## config.mk

```make
export PLATFORM = sky130hd
export DESIGN_NAME = uart_tx_drain
export DESIGN_NICKNAME = d
export VERILOG_FILES = /design/src/rtl/uart_pkg.sv /design/src/rtl/uart_baud_cnt.sv /design/src/rtl/uart_tx_drain.sv
export SDC_FILE = /design/constraint.sdc
export NUM_CORES = 1
export LEC_CHECK = 0
export CORE_MARGIN = 1.5
export CORE_UTILIZATION = 60
export CTS_BUF_LIST = sky130_fd_sc_hd__clkbuf_4 sky130_fd_sc_hd__clkbuf_8
export CTS_CLUSTER_SIZE = 25
export DETAILED_ROUTE_END_ITERATION = 16
export GPL_TIMING_DRIVEN = 0
export PLACE_DENSITY = 0.83
export SYNTH_ARGS = -nofsm -noshare
export SYNTH_HDL_FRONTEND = slang
export SYNTH_HIERARCHICAL = 1
export SYNTH_SLANG_ARGS = --single-unit
```

## constraint.sdc

```tcl
create_clock -name clk -period 3.42 [get_ports clk]
set_clock_uncertainty 0.1 [all_clocks]
set_input_delay 0.684 -clock clk [delete_from_list [all_inputs] [get_ports clk]]
set_output_delay 0.684 -clock clk [all_outputs]
set_load 0.05 [all_outputs]
```

## src/rtl/uart_pkg.sv

```systemverilog
// Shared constants for the UART transmit path: FSM encoding, data width, line levels.
// Latency: n/a (declarations only).
// Backpressure: n/a (declarations only).
package uart_pkg;

    localparam int DATA_W = 8;
    localparam int IDX_W  = 3;              // wide enough for 0..DATA_W-1 and stop-bit count

    localparam logic START_LVL = 1'b0;
    localparam logic STOP_LVL  = 1'b1;      // also the idle line level

    typedef logic [2:0] state_t;

    localparam state_t ST_IDLE   = 3'd0;
    localparam state_t ST_POP    = 3'd1;
    localparam state_t ST_LOAD   = 3'd2;
    localparam state_t ST_START  = 3'd3;
    localparam state_t ST_DATA   = 3'd4;
    localparam state_t ST_PARITY = 3'd5;
    localparam state_t ST_STOP   = 3'd6;

    // Even parity: XOR of all data bits.
    function automatic logic even_parity(input logic [DATA_W-1:0] d);
        return ^d;
    endfunction

endpackage

```

## src/rtl/uart_baud_cnt.sv

```systemverilog
// Bit-period timer: counts 0..CLK_DIV-1 while run_i is high and flags the last cycle of each bit.
// Latency: bit_end_o is combinational from the counter; the counter updates on the next clk.
// Backpressure: none; clear_i wins over run_i and returns the count to 0.
// Ports: clk, rst_n (async active-low); clear_i zeroes the count, run_i advances it;
//        bit_end_o is high on the final cycle of a bit period.
module uart_baud_cnt #(
    parameter int CLK_DIV = 16
) (
    input  logic clk,
    input  logic rst_n,
    input  logic clear_i,
    input  logic run_i,
    output logic bit_end_o
);

    localparam int CNT_W = (CLK_DIV > 1) ? $clog2(CLK_DIV) : 1;
    localparam logic [CNT_W-1:0] CNT_LAST = CNT_W'(CLK_DIV - 1);

    logic [CNT_W-1:0] cnt_q;
    logic [CNT_W-1:0] cnt_d;

    assign bit_end_o = run_i && (cnt_q == CNT_LAST);

    always_comb begin
        cnt_d = cnt_q;
        if (clear_i) begin
            cnt_d = '0;
        end else if (run_i) begin
            // Wrap at the end of each bit so multi-bit states (DATA, STOP) keep counting.
            cnt_d = bit_end_o ? '0 : cnt_q + 1'b1;
        end
    end

    always_ff @(posedge clk or negedge rst_n) begin
        if (!rst_n) begin
            cnt_q <= '0;
        end else begin
            cnt_q <= cnt_d;
        end
    end

endmodule

```

## src/rtl/uart_tx_drain.sv

```systemverilog
// 8N1 UART transmitter that drains an sfifo: pops a byte when idle and serialises it LSB first.
// Latency: tx falls 3 clk after the IDLE pop condition is sampled (POP, LOAD, START).
// Backpressure: pops only when tx_en_i && !fifo_empty_i at IDLE or the final stop cycle; a started frame always completes.
// Ports: clk, rst_n (async active-low); tx_en_i gates new pops; fifo_empty_i / fifo_data_i / fifo_rd_o
//        connect to the sfifo (registered read: data valid the cycle after fifo_rd_o);
//        tx_o serial line (idle high, registered); busy_o high outside IDLE; tx_done_o pulses on the last stop cycle.
// Optional: define UART_TX_PARITY_EN to insert an even-parity bit between the data and stop bits.
module uart_tx_drain
    import uart_pkg::*;
#(
    parameter int CLK_DIV   = 16,
    parameter int STOP_BITS = 1
) (
    input  logic              clk,
    input  logic              rst_n,
    input  logic              tx_en_i,
    input  logic              fifo_empty_i,
    input  logic [DATA_W-1:0] fifo_data_i,
    output logic              fifo_rd_o,
    output logic              tx_o,
    output logic              busy_o,
    output logic              tx_done_o
);

    localparam logic [IDX_W-1:0] LAST_DATA = IDX_W'(DATA_W - 1);
    localparam logic [IDX_W-1:0] LAST_STOP = IDX_W'(STOP_BITS - 1);

    state_t             state_q, state_d;
    logic [DATA_W-1:0]  shreg_q, shreg_d;
    logic [IDX_W-1:0]   idx_q,   idx_d;     // data bit index in DATA, stop bit index in STOP
    logic               tx_q,    tx_d;
`ifdef UART_TX_PARITY_EN
    logic               parity_q, parity_d;
`endif

    logic bit_end;
    logic baud_run;
    logic baud_clear;

    assign baud_run   = (state_q == ST_START) || (state_q == ST_DATA) ||
                        (state_q == ST_PARITY) || (state_q == ST_STOP);
    // Every state change restarts the bit period from zero.
    assign baud_clear = (state_d != state_q);

    uart_baud_cnt #(
        .CLK_DIV (CLK_DIV)
    ) u_baud (
        .clk       (clk),
        .rst_n     (rst_n),
        .clear_i   (baud_clear),
        .run_i     (baud_run),
        .bit_end_o (bit_end)
    );

    // State register.
    always_ff @(posedge clk or negedge rst_n) begin
        if (!rst_n) begin
            state_q  <= ST_IDLE;
            shreg_q  <= '0;
            idx_q    <= '0;
            tx_q     <= STOP_LVL;
`ifdef UART_TX_PARITY_EN
            parity_q <= 1'b0;
`endif
        end else begin
            state_q  <= state_d;
            shreg_q  <= shreg_d;
            idx_q    <= idx_d;
            tx_q     <= tx_d;
`ifdef UART_TX_PARITY_EN
            parity_q <= parity_d;
`endif
        end
    end

    // Next-state logic.
    always_comb begin
        state_d  = state_q;
        shreg_d  = shreg_q;
        idx_d    = idx_q;
`ifdef UART_TX_PARITY_EN
        parity_d = parity_q;
`endif
        case (state_q)
            ST_IDLE: begin
                if (tx_en_i && !fifo_empty_i) begin
                    state_d = ST_POP;
                end
            end
            ST_POP: begin
                state_d = ST_LOAD;
            end
            ST_LOAD: begin
                // sfifo read is registered: data from the POP strobe is valid now.
                shreg_d  = fifo_data_i;
`ifdef UART_TX_PARITY_EN
                parity_d = even_parity(fifo_data_i);
`endif
                state_d  = ST_START;
            end
            ST_START: begin
                if (bit_end) begin
                    idx_d   = '0;
                    state_d = ST_DATA;
                end
            end
            ST_DATA: begin
                if (bit_end) begin
                    shreg_d = {1'b0, shreg_q[DATA_W-1:1]};
                    if (idx_q == LAST_DATA) begin
                        idx_d   = '0;
`ifdef UART_TX_PARITY_EN
                        state_d = ST_PARITY;
`else
                        state_d = ST_STOP;
`endif
                    end else begin
                        idx_d = idx_q + 1'b1;
                    end
                end
            end
`ifdef UART_TX_PARITY_EN
            ST_PARITY: begin
                if (bit_end) begin
                    idx_d   = '0;
                    state_d = ST_STOP;
                end
            end
`endif
            ST_STOP: begin
                if (bit_end) begin
                    if (idx_q == LAST_STOP) begin
                        idx_d   = '0;
                        // Chain straight into the next pop to keep the inter-frame gap at two clk.
                        state_d = (tx_en_i && !fifo_empty_i) ? ST_POP : ST_IDLE;
                    end else begin
                        idx_d = idx_q + 1'b1;
                    end
                end
            end
            default: begin
                state_d = ST_IDLE;
            end
        endcase
    end

    // Output logic. tx is computed from the next state so the register presents
    // the right level in the first cycle of each state.
    always_comb begin
        fifo_rd_o = (state_q == ST_POP);
        busy_o    = (state_q != ST_IDLE);
        tx_done_o = (state_q == ST_STOP) && bit_end && (idx_q == LAST_STOP);
        case (state_d)
            ST_START: tx_d = START_LVL;
            ST_DATA:  tx_d = shreg_d[0];
`ifdef UART_TX_PARITY_EN
            ST_PARITY: tx_d = parity_d;
`endif
            default:  tx_d = STOP_LVL;
        endcase
    end

    assign tx_o = tx_q;

endmodule

```

==> metrics.txt <==
chip width 46.0 um; Worst Path Class, Setup flop to output pin; hold buffers post-CTS 0; max_slew headroom 0.435; Core ar. 1730 um2; layout cells sized above 1 0.128; CP max stage delay 340 ps; outcome completed; Iter 0 DRT Violations 18; routed vias 934; setup TNS 0 ps; Ys Warns 6; Startpoint Class flop; RSZ-0062 raised after global routing no; IO Count 16; largest fanout on the critical path 10; worst vdd ir 0.000465 V; MaxCap Viol Count 0; Worst-path clk slew 120 ps; Max Root-Sink Buffers 2; post-synthesis sequential area ratio 0.429; Fmax 0.313 GHz; vias in the first global route 836; syn_area_per_cell 9.75 um2; Comb pwr share 0.438; CTS tree done; commonest non-fill, non-tap cells in the layout dfrtp_1, clkdlybuf4s50_1, nand2_1; Fin. Hold Viols 0; DRC violations left 0; drt total wl 2.32 mm; FF-to-FF setup slack 1130 ps; Syn Inst Count 114; switching share of power 0.381; Slew Limit Fails 0; Filler Cell Count 145; Area Overhead vs Synth 18.6%; leading cell type in the layout, fill and taps excluded dfrtp_1; Initial Util 0.643; Primary FF master, synth dfrtp_1; dpl cell area 1290 um2; leakage power 0.616 nW; Slew @ Worst Pin 844 ps; Placement Rows 15; total gr overflow 0; post-layout net count 150; CP arrival 2410 ps; Cell variety after synth 39; Seq pwr share 0.424; Crit path top cell by count buf_2; Internal Power 0.533 mW; antenna violations before repair 0; GRT Overall Usage 0.252; PwrDens 655 nW/um2; Pre-antenna DRT Iters 4; Mapped Area 1110 um2; average routed wire per standard cell 14.7 um; flops & latches, synth 19; Final ANT Viol Nets 0; Port Buf Inserts 15; worst path required time 2640 ps; cell area after layout 1320 um2; crit-path cells buf_2, buf_2, nand2_1, nand2_1, nand2_2, nor2_1, buf_2, nand3b_1, nor2_1, clkbuf_4; crit share post-route 0.934; element type at the critical path end output pin; CTS sink cnt 19; final setup fails 0; Clk Latency, worst-skew pair 310 ps; Worst Hold Class flop to flop; Die Y 46.0 um; final critical-path required period 3200 ps; Mapped Nets 130; Detail Placement HPWL 1.59 mm; ant diodes 0; gpl congestion 0.896; Num CTS Buffers 3; Post-synth ARST share 1.00; Via density 5.91; Root Driver clkbuf_4; clock group share of total power 0.138; die area 2120 um2; pin count of the biggest net entering global routing 20; H-tree depth 1; first-pass GRT wire length 3.71 mm; slowest CP cell dfrtp_1; EDFF count, synth 0; CP Buf/Inv Count 4; Psw 0.329 mW; family with the most delay on the worst path buffers and inverters
power groups by stage:
stage               combinational (mW)  sequential, mW  clock, mW
floorplan                        0.285           0.368          0
global placement                 0.365           0.365          0
detailed placement               0.376           0.368          0
CTS                              0.381           0.364      0.122
global route                     0.422           0.374      0.131
finish                           0.378           0.366      0.119
path summary, 6_finish.rpt:
kind	endpoint	cells past startpoint	from
worst max register to register	shreg_q[1]	10	state_q[2]
worst max-delay path	tx_done_o	10	state_q[2]
min in group asynchronous	state_q[2]	1	rst_n
worst min register to register	shreg_q[3]	1	shreg_q[3]
max in group asynchronous	shreg_q[4]	1	rst_n
worst min-delay path	shreg_q[3]	1	shreg_q[3]
registers in the layout, summed over array words and instances, names as in the netlist:
| name | flops |
|---|---|
| shreg_q | 8 |
| u_baud/cnt_q | 4 |
| idx_q | 3 |
| state_q | 3 |
| tx_o | 1 |
area by class of cell:
class	count	area, um2	area share
Multi-Input combinational cell	83	572	0.434
Sequential cell	19	477	0.362
Timing Repair Buffer	15	148	0.112
Buffer	7	43.8	0.0332
Tap cell	25	31.3	0.0237
Clock buffer	3	22.5	0.0171
Inverter	5	18.8	0.0142
Clock inverter	1	5.00	0.00380
metal layers:
metal  wire (um)  global-route usage  up-vias  part of all wire
li1            -                   -      456                 -
met1        1080               0.343      447              0.47
met2        1100               0.381       26              0.47
met3          92              0.0397        5             0.040
met4          47               0.137        0             0.020
met5           0                   0        -                 0
Yosys cell counts, types with 2 or more instances:
library cell	count	share of area
dfrtp_1	18	0.41
nand2b_1	4	0.023
ha_1	4	0.045
nand3_1	3	0.014
mux2i_1	2	0.018
buf_2	5	0.023
nand3b_1	4	0.027
nor2_1	7	0.024
o21ai_0	4	0.018
inv_1	5	0.017
a21o_1	7	0.047
nand2_1	9	0.030
a22o_1	7	0.055
or3_1	2	0.011
a21oi_1	7	0.032
a31oi_1	2	0.011
o21a_1	2	0.014
what timing repair did:
action                     in CTS  in global routing
setup buffers                   0                  0
setup endpoints to repair       1                  1
gates resized for setup         3                  3
metrics by stage:
stage | hold slack [ps] | std cells | worst slack (ps) | utilization | power (mW)
2_1_floorplan | 288 | 114 | 500 | - | 0.654
4_1_cts | 398 | 158 | 102 | 0.765 | 0.867
3_5_place_dp | 371 | 154 | 47.7 | 0.749 | 0.744
3_3_place_gp | 359 | 154 | 67.2 | 0.749 | 0.729
6_report | 395 | 158 | 225 | 0.763 | 0.862
5_1_grt | 417 | 158 | 0.878 | 0.763 | 0.927
cells by family after synthesis:
logic type,synth area share
adder cells (fa/ha/maj),0.0450
buffers and inverters,0.0563
AND/OR/NAND/NOR,0.194
multiplexers,0.0180
flip-flops,0.429
AO/OA/AOI/OAI,0.250
XOR/XNOR,0.00788
Power figures use the tool's default switching activity.
